==> src/rtl/ov7670_pkg.sv <==
// rtl/ov7670_pkg.sv - shared types, geometry defaults and pixel packing for the OV7670 capture path
package ov7670_pkg;

  typedef enum logic [1:0] {
    IDLE,
    SYNC,
    CAPT
  } cap_state_t;

  typedef logic [11:0] rgb444_t;

  localparam int H_ACTIVE_DEF = 640;
  localparam int V_ACTIVE_DEF = 480;
  localparam int ADDR_W_DEF   = 19;

  // Keep the top four bits of each RGB565 channel; hi = {R4..R0,G5..G3}, lo = {G2..G0,B4..B0}.
  function automatic rgb444_t rgb565_to_444(input logic [7:0] hi, input logic [7:0] lo);
    return {hi[7:4], hi[2:0], lo[7], lo[4:1]};
  endfunction

endpackage

==> src/rtl/ov7670_capture.sv <==
// rtl/ov7670_capture.sv - OV7670 byte-stream capture into a linear RGB444 frame-buffer write stream
module ov7670_capture
  import ov7670_pkg::*;
#(
  parameter int H_ACTIVE = H_ACTIVE_DEF,
  parameter int V_ACTIVE = V_ACTIVE_DEF,
  parameter int DECIMATE = 0,
  parameter int ADDR_W   = ADDR_W_DEF
) (
  input  logic              clk,
  input  logic              rst,
  input  logic              enable,
  input  logic              vsync,
  input  logic              href,
  input  logic [7:0]        d,
  output logic              we,
  output logic [ADDR_W-1:0] addr,
  output rgb444_t           dout,
  output logic              frame_done,
  output logic              line_err
);

  localparam int FRAME_WORDS = (H_ACTIVE * V_ACTIVE) >> (2 * DECIMATE);
  localparam int PIX_W       = $clog2(H_ACTIVE + 1) + 1;

  localparam logic [ADDR_W-1:0] ADDR_LAST = ADDR_W'(FRAME_WORDS - 1);
  localparam logic [PIX_W-1:0]  PIX_MAX   = '1;
  localparam logic [PIX_W-1:0]  PIX_LINE  = PIX_W'(H_ACTIVE);

  logic       vsync_q, vsync_qq;
  logic       href_q, href_qq;
  logic [7:0] d_q;
  logic       vsync_rise, vsync_fall, href_fall;

  cap_state_t       state;
  logic             phase;
  logic [7:0]       hi_byte;
  logic [PIX_W-1:0] pix_cnt;
  logic             line_odd;
  logic             full;
  logic             keep;

  // Register the camera pins once, plus a second copy of the strobes for edge detection.
  always_ff @(posedge clk) begin
    if (rst) begin
      vsync_q  <= 1'b0;
      vsync_qq <= 1'b0;
      href_q   <= 1'b0;
      href_qq  <= 1'b0;
      d_q      <= '0;
    end else begin
      vsync_q  <= vsync;
      vsync_qq <= vsync_q;
      href_q   <= href;
      href_qq  <= href_q;
      d_q      <= d;
    end
  end

  assign vsync_rise = vsync_q & ~vsync_qq;
  assign vsync_fall = ~vsync_q & vsync_qq;
  assign href_fall  = ~href_q & href_qq;

  // When decimating, only even pixels of even lines reach the frame buffer.
  assign keep = (DECIMATE == 0) || (!pix_cnt[0] && !line_odd);

  // Capture FSM with byte assembler, line checks and the frame-buffer write port.
  always_ff @(posedge clk) begin
    if (rst) begin
      state      <= IDLE;
      we         <= 1'b0;
      addr       <= '0;
      dout       <= '0;
      frame_done <= 1'b0;
      line_err   <= 1'b0;
      phase      <= 1'b0;
      hi_byte    <= '0;
      pix_cnt    <= '0;
      line_odd   <= 1'b0;
      full       <= 1'b0;
    end else begin
      we         <= 1'b0;
      frame_done <= 1'b0;
      // Address advances the cycle after a write and saturates on the last word.
      if (we && addr != ADDR_LAST) begin
        addr <= addr + ADDR_W'(1);
      end
      if (!enable) begin
        state <= IDLE;
        phase <= 1'b0;
      end else begin
        case (state)
          IDLE: state <= SYNC;
          SYNC: begin
            if (vsync_fall) begin
              addr     <= '0;
              pix_cnt  <= '0;
              line_odd <= 1'b0;
              phase    <= 1'b0;
              full     <= 1'b0;
              state    <= CAPT;
            end
          end
          CAPT: begin
            if (vsync_rise) begin
              frame_done <= 1'b1;
              phase      <= 1'b0;
              state      <= SYNC;
            end else if (href_q) begin
              if (!phase) begin
                hi_byte <= d_q;
                phase   <= 1'b1;
              end else begin
                phase <= 1'b0;
                if (pix_cnt != PIX_MAX) begin
                  pix_cnt <= pix_cnt + PIX_W'(1);
                end
                if (keep && !full) begin
                  we   <= 1'b1;
                  dout <= rgb565_to_444(hi_byte, d_q);
                  if (addr == ADDR_LAST) begin
                    full <= 1'b1;
                  end
                end
              end
            end else if (href_fall) begin
              if (phase || pix_cnt != PIX_LINE) begin
                line_err <= 1'b1;
              end
              phase    <= 1'b0;
              pix_cnt  <= '0;
              line_odd <= ~line_odd;
            end
          end
          default: state <= IDLE;
        endcase
      end
    end
  end

endmodule

==> config.mk <==
export PLATFORM = sky130hd
export DESIGN_NAME = ov7670_capture
export DESIGN_NICKNAME = d
export VERILOG_FILES = /design/src/rtl/ov7670_pkg.sv /design/src/rtl/ov7670_capture.sv
export SDC_FILE = /design/constraint.sdc
export NUM_CORES = 1
export LEC_CHECK = 0
export BUFFER_PORTS_ARGS = -buffer_cell sky130_fd_sc_hd__buf_4
export CORE_MARGIN = 2
export CORE_UTILIZATION = 44
export DETAILED_ROUTE_END_ITERATION = 8
export PLACE_DENSITY = 0.77
export SLEW_MARGIN = 20
export SYNTH_ARGS = -nofsm -noshare
export SYNTH_HDL_FRONTEND = slang
export SYNTH_SLANG_ARGS = --single-unit
==> constraint.sdc <==
create_clock -name clk -period 1.9 [get_ports clk]
set_clock_uncertainty 0.1 [all_clocks]
set_input_delay 0.19 -clock clk [delete_from_list [all_inputs] [get_ports clk]]
set_output_delay 0.19 -clock clk [all_outputs]
set_load 0.01 [all_outputs]
**Word level (Yosys, flattened, before mapping)**

Cells that the tools add are included.

- Flip-flop bits (word level): 69
- Input port bits: 13
- Output and inout port bits: 34
- Logic and storage cells: 85

- $add $sub $neg: 2
- Eq/ne operators: 15
- Mux-type cells: 28
- Bitwise logic cells: 11
- Reduce and logical (&&, ||, !) cells: 14

Operators with widths:

| kind | count |
|---|---|
| two-way mux 19 bit | 4 |
| two-way mux 11 bit | 6 |
| one-hot mux 11 bit (2 select lines) | 1 |
| adder 19 x 1 -> 19 bit, second input constant | 1 |
| == test 19 bit, second input constant | 1 |
| inequality test 19 bit, second input constant | 1 |
| AND reduction 6 bit | 3 |
| two-way mux 1 bit | 12 |
| adder 11 x 1 -> 11 bit, second input constant | 1 |
| inequality test 11 x 10 -> 1 bit, second input constant | 1 |
| inequality test 11 bit, second input constant | 1 |
| inequality test 2 bit, second input constant | 5 |
| inequality test 3 bit, second input constant | 3 |
| inverter 1 bit | 8 |
| AND reduction 7 bit | 1 |
| one-hot mux 2 bit (3 select lines) | 1 |
| OR reduction 6 bit | 1 |
| AND reduction 5 bit | 1 |
| two-way mux 2 bit | 2 |
| inequality test 4 bit, second input constant | 1 |
| one-hot mux 1 bit (2 select lines) | 2 |
| bitwise AND 1 bit | 3 |
| AND reduction 3 bit | 1 |
| OR reduction 3 bit | 1 |
| other kinds (8) | 8 |

**Longest topological paths before layout**

- Depth after elaboration: 7
- Depth in mapped cells: 8
- Depth with buffers taken out: 7

**Worst setup path after synthesis**

Ideal clock, no wire load.

- Path kind: register to register
- Start point: register state[0]
- End point: register dout[3]
- Setup time: 0.128 ns
- Data arrival time: 1.684 ns
- Required time: 1.672 ns
- Slack: -0.012 ns
- Stages on the path, launching flop included: 9
- Buffers on the path: 2
- Clock period less this slack: 1.912 ns
- Path through: dfxtp_1 > inv_1 > ha_1 > inv_2 > or4_4 > buf_6 > buf_12 > mux2i_1 > nor2_1

- Longest elaborated chain between the ends: 2

RTL lines:

| element | line | text |
|---|---|---|
| start: declaration | ov7670_capture.sv:35 | `cap_state_t state;` |
| start signal: assignment | ov7670_capture.sv:70 | `state <= IDLE;` |
| start signal: assignment | ov7670_capture.sv:89 | `state <= IDLE;` |
| start signal: assignment | ov7670_capture.sv:93 | `IDLE: state <= SYNC;` |
| == test 2 bit | ov7670_capture.sv:92 | `case (state)` |
| AND reduction 6 bit (no source line) | n/a |  |
| end signal: assignment | ov7670_capture.sv:120 | `dout <= rgb565_to_444(hi_byte, d_q);` |
| end: declaration | ov7670_capture.sv:18 | `output rgb444_t dout,` |

Every way passes these cells.
A chain may end at the register's enable or synchronous reset.

**Worst setup path after layout**

- Start point: register state[0]
- End point: register dout[0]

The elaborated chain is that of the path after synthesis.

==> flow_metrics.tcl <==
set metrics [dict create \
    diodes 0 \
    fin_crit_sh_pct 94.8 \
    vias 2679 \
    arrival_ns 1.92 \
    max-vdd-ir-drop_uv 574 \
    place_inst 470 \
    syn_area_sq_um 3000 \
    synth-async-reset-ratio_pct 0 \
    clock_path_buffers 2 \
    grtUsageMet2_pct 33.3 \
    dieArea_sq_um 7490 \
    power_density_nw_per_um2 704 \
    clock-sinks 68 \
    crit_family "simple AND/OR/NAND/NOR gates" \
    synth_edf_count 0 \
    crit_path_start_kind "flop" \
    grt_pass1_vias 2603 \
    antenna_found_initial 0 \
    status "finished clean" \
    io_pins 47 \
    netlist_instances 334 \
    path_buf_inv 2 \
    yosys_warnings 0 \
    setup_viol 0 \
    relSlewSlack_pct 70.2 \
    cts_buffers 9 \
    hold_violations 0 \
    cp_cell_sequence "inv_2 -> ha_4 -> inv_2 -> or4_4 -> mux2i_1 -> nor2_1" \
    stdcell_count 499 \
    fin_nets 433 \
    rsz0062_at_grt "false" \
    rows 30 \
    hold_depth 3 \
    cp_data_required_time_ns 2.02 \
    holdCritStartpoint "rst" \
    worstSetupPathType "reg2reg" \
    synth_cell_types 50 \
    cts_tree "yes" \
    post-dp-hpwl_mm 4.80 \
    dr.first_iter.drc_count 105 \
    r2r-start "state[0]" \
    gr-max-usage-layer "met2" \
    drc 0 \
    overflow 0 \
    wirelength_mm 6.94 \
    drive_above_1_share_pct 24.1 \
    clkTransAtPathRegs_ns 0.08 \
    die_w_um 86.6 \
    chipHeight_um 86.6 \
    clk_latency_ns 0.35 \
    core_region_area_sq_um 6680 \
    cts_htree_levels 3 \
    ys_seq_area_share_pct 45.4 \
    grt_max_degree 47 \
    drt_first_pass_iters 4 \
    avgSynthCellArea_sq_um 8.98 \
    port_buffers 46 \
    cp-end-kind "flop" \
    grt_pass1_wl_mm 11.5 \
    met1_usage_pct 23.0 \
    worstPathMaxFanout 13 \
    slowest_delay_ns 0.65 \
    initial_core_util_pct 44.9 \
    p_leak_nw 1.70 \
    ys_seq_elements 68 \
    gp_congestion 0.834 \
    grt_use_total_pct 19.4 \
    wire_per_inst_um 13.9 \
    hp-class "in2reg" \
    finalCriticalPeriod_ns 1.80 \
    crit_path_top_delay_cell "or4_4" \
    cts-root-buf "clkbuf_8" \
    slew_violations 0 \
    r2r_end "dout[0]" \
    via_per_inst 5.37 \
    hold_path_end "state[1]" \
    cp_common_cell "inv_2" \
    fmax_mhz 555 \
    fin_util_pct 58.3 \
    worstMarginPinSlew_ns 0.447 \
    r2r_setup_slack_ns 0.1 \
    use_met3_pct 4.10 \
    syn_to_final_growth_pct 30.0 \
    synth_nets 353 \
    drv_cap 0 \
    yosys_most_used_dff "dfxtp_1" \
    r2r_cells 6 \
    postRouteAntennaNets 0 \
]
-- repair_timing --
item	CTS	global route
endpoints found under the setup margin	5	23
buffers inserted	0	2
hold buffers	11	0
resized for setup	2	8
hold endpoints to repair	11	0
pin swaps	0	5
-- power breakdown --
group / leakage [nW] / total (mW) / switching [mW] / internal, mW
combinational: 1.04 / 0.106 / 0.0519 / 0.0544
clock: 0.104 / 1.19 / 0.578 / 0.612
sequential: 0.552 / 1.45 / 0.00962 / 1.44
total: 1.70 / 2.74 / 0.639 / 2.10
-- worst register-to-register path: stages, from the launching register on --
cell and delay, ns:
dfxtp_2 0.34, inv_2 0.08, ha_4 0.17, inv_2 0.06, or4_4 0.65, mux2i_1 0.21, nor2_1 0.06
-- how the worst max path moves through the flow --
stage	startpoint	end	slack, ns	cells after the start
4_1_cts	state[0]	pix_cnt[5]	0.02	7
2_1_floorplan	state[0]	dout[3]	0.04	8
6_report	state[0]	dout[0]	0.1	6
3_5_place_dp	state[0]	dout[0]	-0.005	6
3_3_place_gp	state[0]	dout[1]	0.09	6
5_1_grt	pix_cnt[0]	pix_cnt[10]	0.002	6
-- metrics by stage --
step	setup WS [ns]	setup TNS (ns)	power (mW)	hold WS (ns)	instance area [sq um]
6_report	0.0989	0	2.74	0.211	3900
2_1_floorplan	0.0352	0	1.53	0.208	3000
4_1_cts	0.0175	0	2.77	0.206	3860
3_3_place_gp	0.0875	0	1.56	0.301	3540
5_1_grt	0.00166	0	2.83	0.233	3900
3_5_place_dp	-0.00500	-0.00500	1.57	0.307	3540
-- routing by layer --
metal	part of all wire, %	wire length (um)
met1	44	3030
met2	49	3380
met3	5.4	378
met4	2.0	139
met5	0	0
-- cell usage after synthesis, types with 2 or more instances --
cell type | instances | area share (%)
or3_1 | 2 | 0.42
a211oi_1 | 3 | 0.75
nand3_1 | 19 | 3.2
o21ai_1 | 4 | 0.67
nor2_1 | 52 | 6.5
nand2b_1 | 3 | 0.63
and3_1 | 7 | 1.5
dfxtp_1 | 68 | 45
a41oi_1 | 2 | 0.58
ha_1 | 6 | 2.5
a31oi_1 | 2 | 0.42
nand4_1 | 10 | 2.1
xor2_1 | 10 | 2.9
nor3_1 | 8 | 1.3
mux2i_1 | 20 | 6.7
and4_1 | 5 | 1.5
xnor2_1 | 5 | 1.5
nor2b_1 | 18 | 3.8
nor4_1 | 3 | 0.63
inv_1 | 8 | 1.0
o31ai_1 | 2 | 0.50
and2_1 | 3 | 0.63
nand2_1 | 19 | 2.4
o21ai_0 | 10 | 1.7
a21oi_1 | 13 | 2.2
clkbuf_1 | 7 | 0.88
buf_2 | 2 | 0.33
-- area by class of cell --
class                   count  area, sq um
multi-input cells         245         1560
repair buffers             81          636
well taps                  80          100
inverters                   9         33.8
clock inverters             7         75.1
fillers                   612         2780
clock buffers               9          124
flip-flops and latches     68         1370
-- sequential cells by signal, summed over array words and instances, names as in the netlist --
register	flops
pix_cnt	11
href_q	1
frame_done	1
we	1
addr	19
d_q	8
state	2
vsync_qq	1
vsync_q	1
dout	12
line_err	1
phase	1
href_qq	1
hi_byte	7
full	1
-- placed cells by master (no fill, tap or decap), types with 4 or more instances in the layout --
| master | instances |
|---|---|
| and4_1 | 5 |
| a21oi_1 | 13 |
| nor2b_1 | 17 |
| dfxtp_1 | 66 |
| xor2_1 | 10 |
| mux2i_1 | 20 |
| nor3_1 | 8 |
| buf_4 | 70 |
| nor2_1 | 52 |
| nand4_1 | 10 |
| and3_1 | 6 |
| o21ai_1 | 4 |
| dlygate4sd3_1 | 11 |
| nand2_1 | 19 |
| xnor2_1 | 5 |
| nand3_1 | 18 |
| o21ai_0 | 10 |
| ha_1 | 4 |
| inv_1 | 7 |
| clkbuf_8 | 9 |
-- kinds of logic after synthesis --
| kind of cell | Yosys count | synth area share (%) |
|---|---|---|
| adder cells (fa/ha/maj) | 6 | 2.50 |
| AND/OR/NAND/NOR | 158 | 27.9 |
| flip-flops | 68 | 45.4 |
| buffers and inverters | 21 | 3.50 |
| XOR/XNOR | 15 | 4.38 |
| AO/OA/AOI/OAI | 45 | 9.30 |
| multiplexers | 21 | 7.05 |
(Power assumes the default switching activity.)
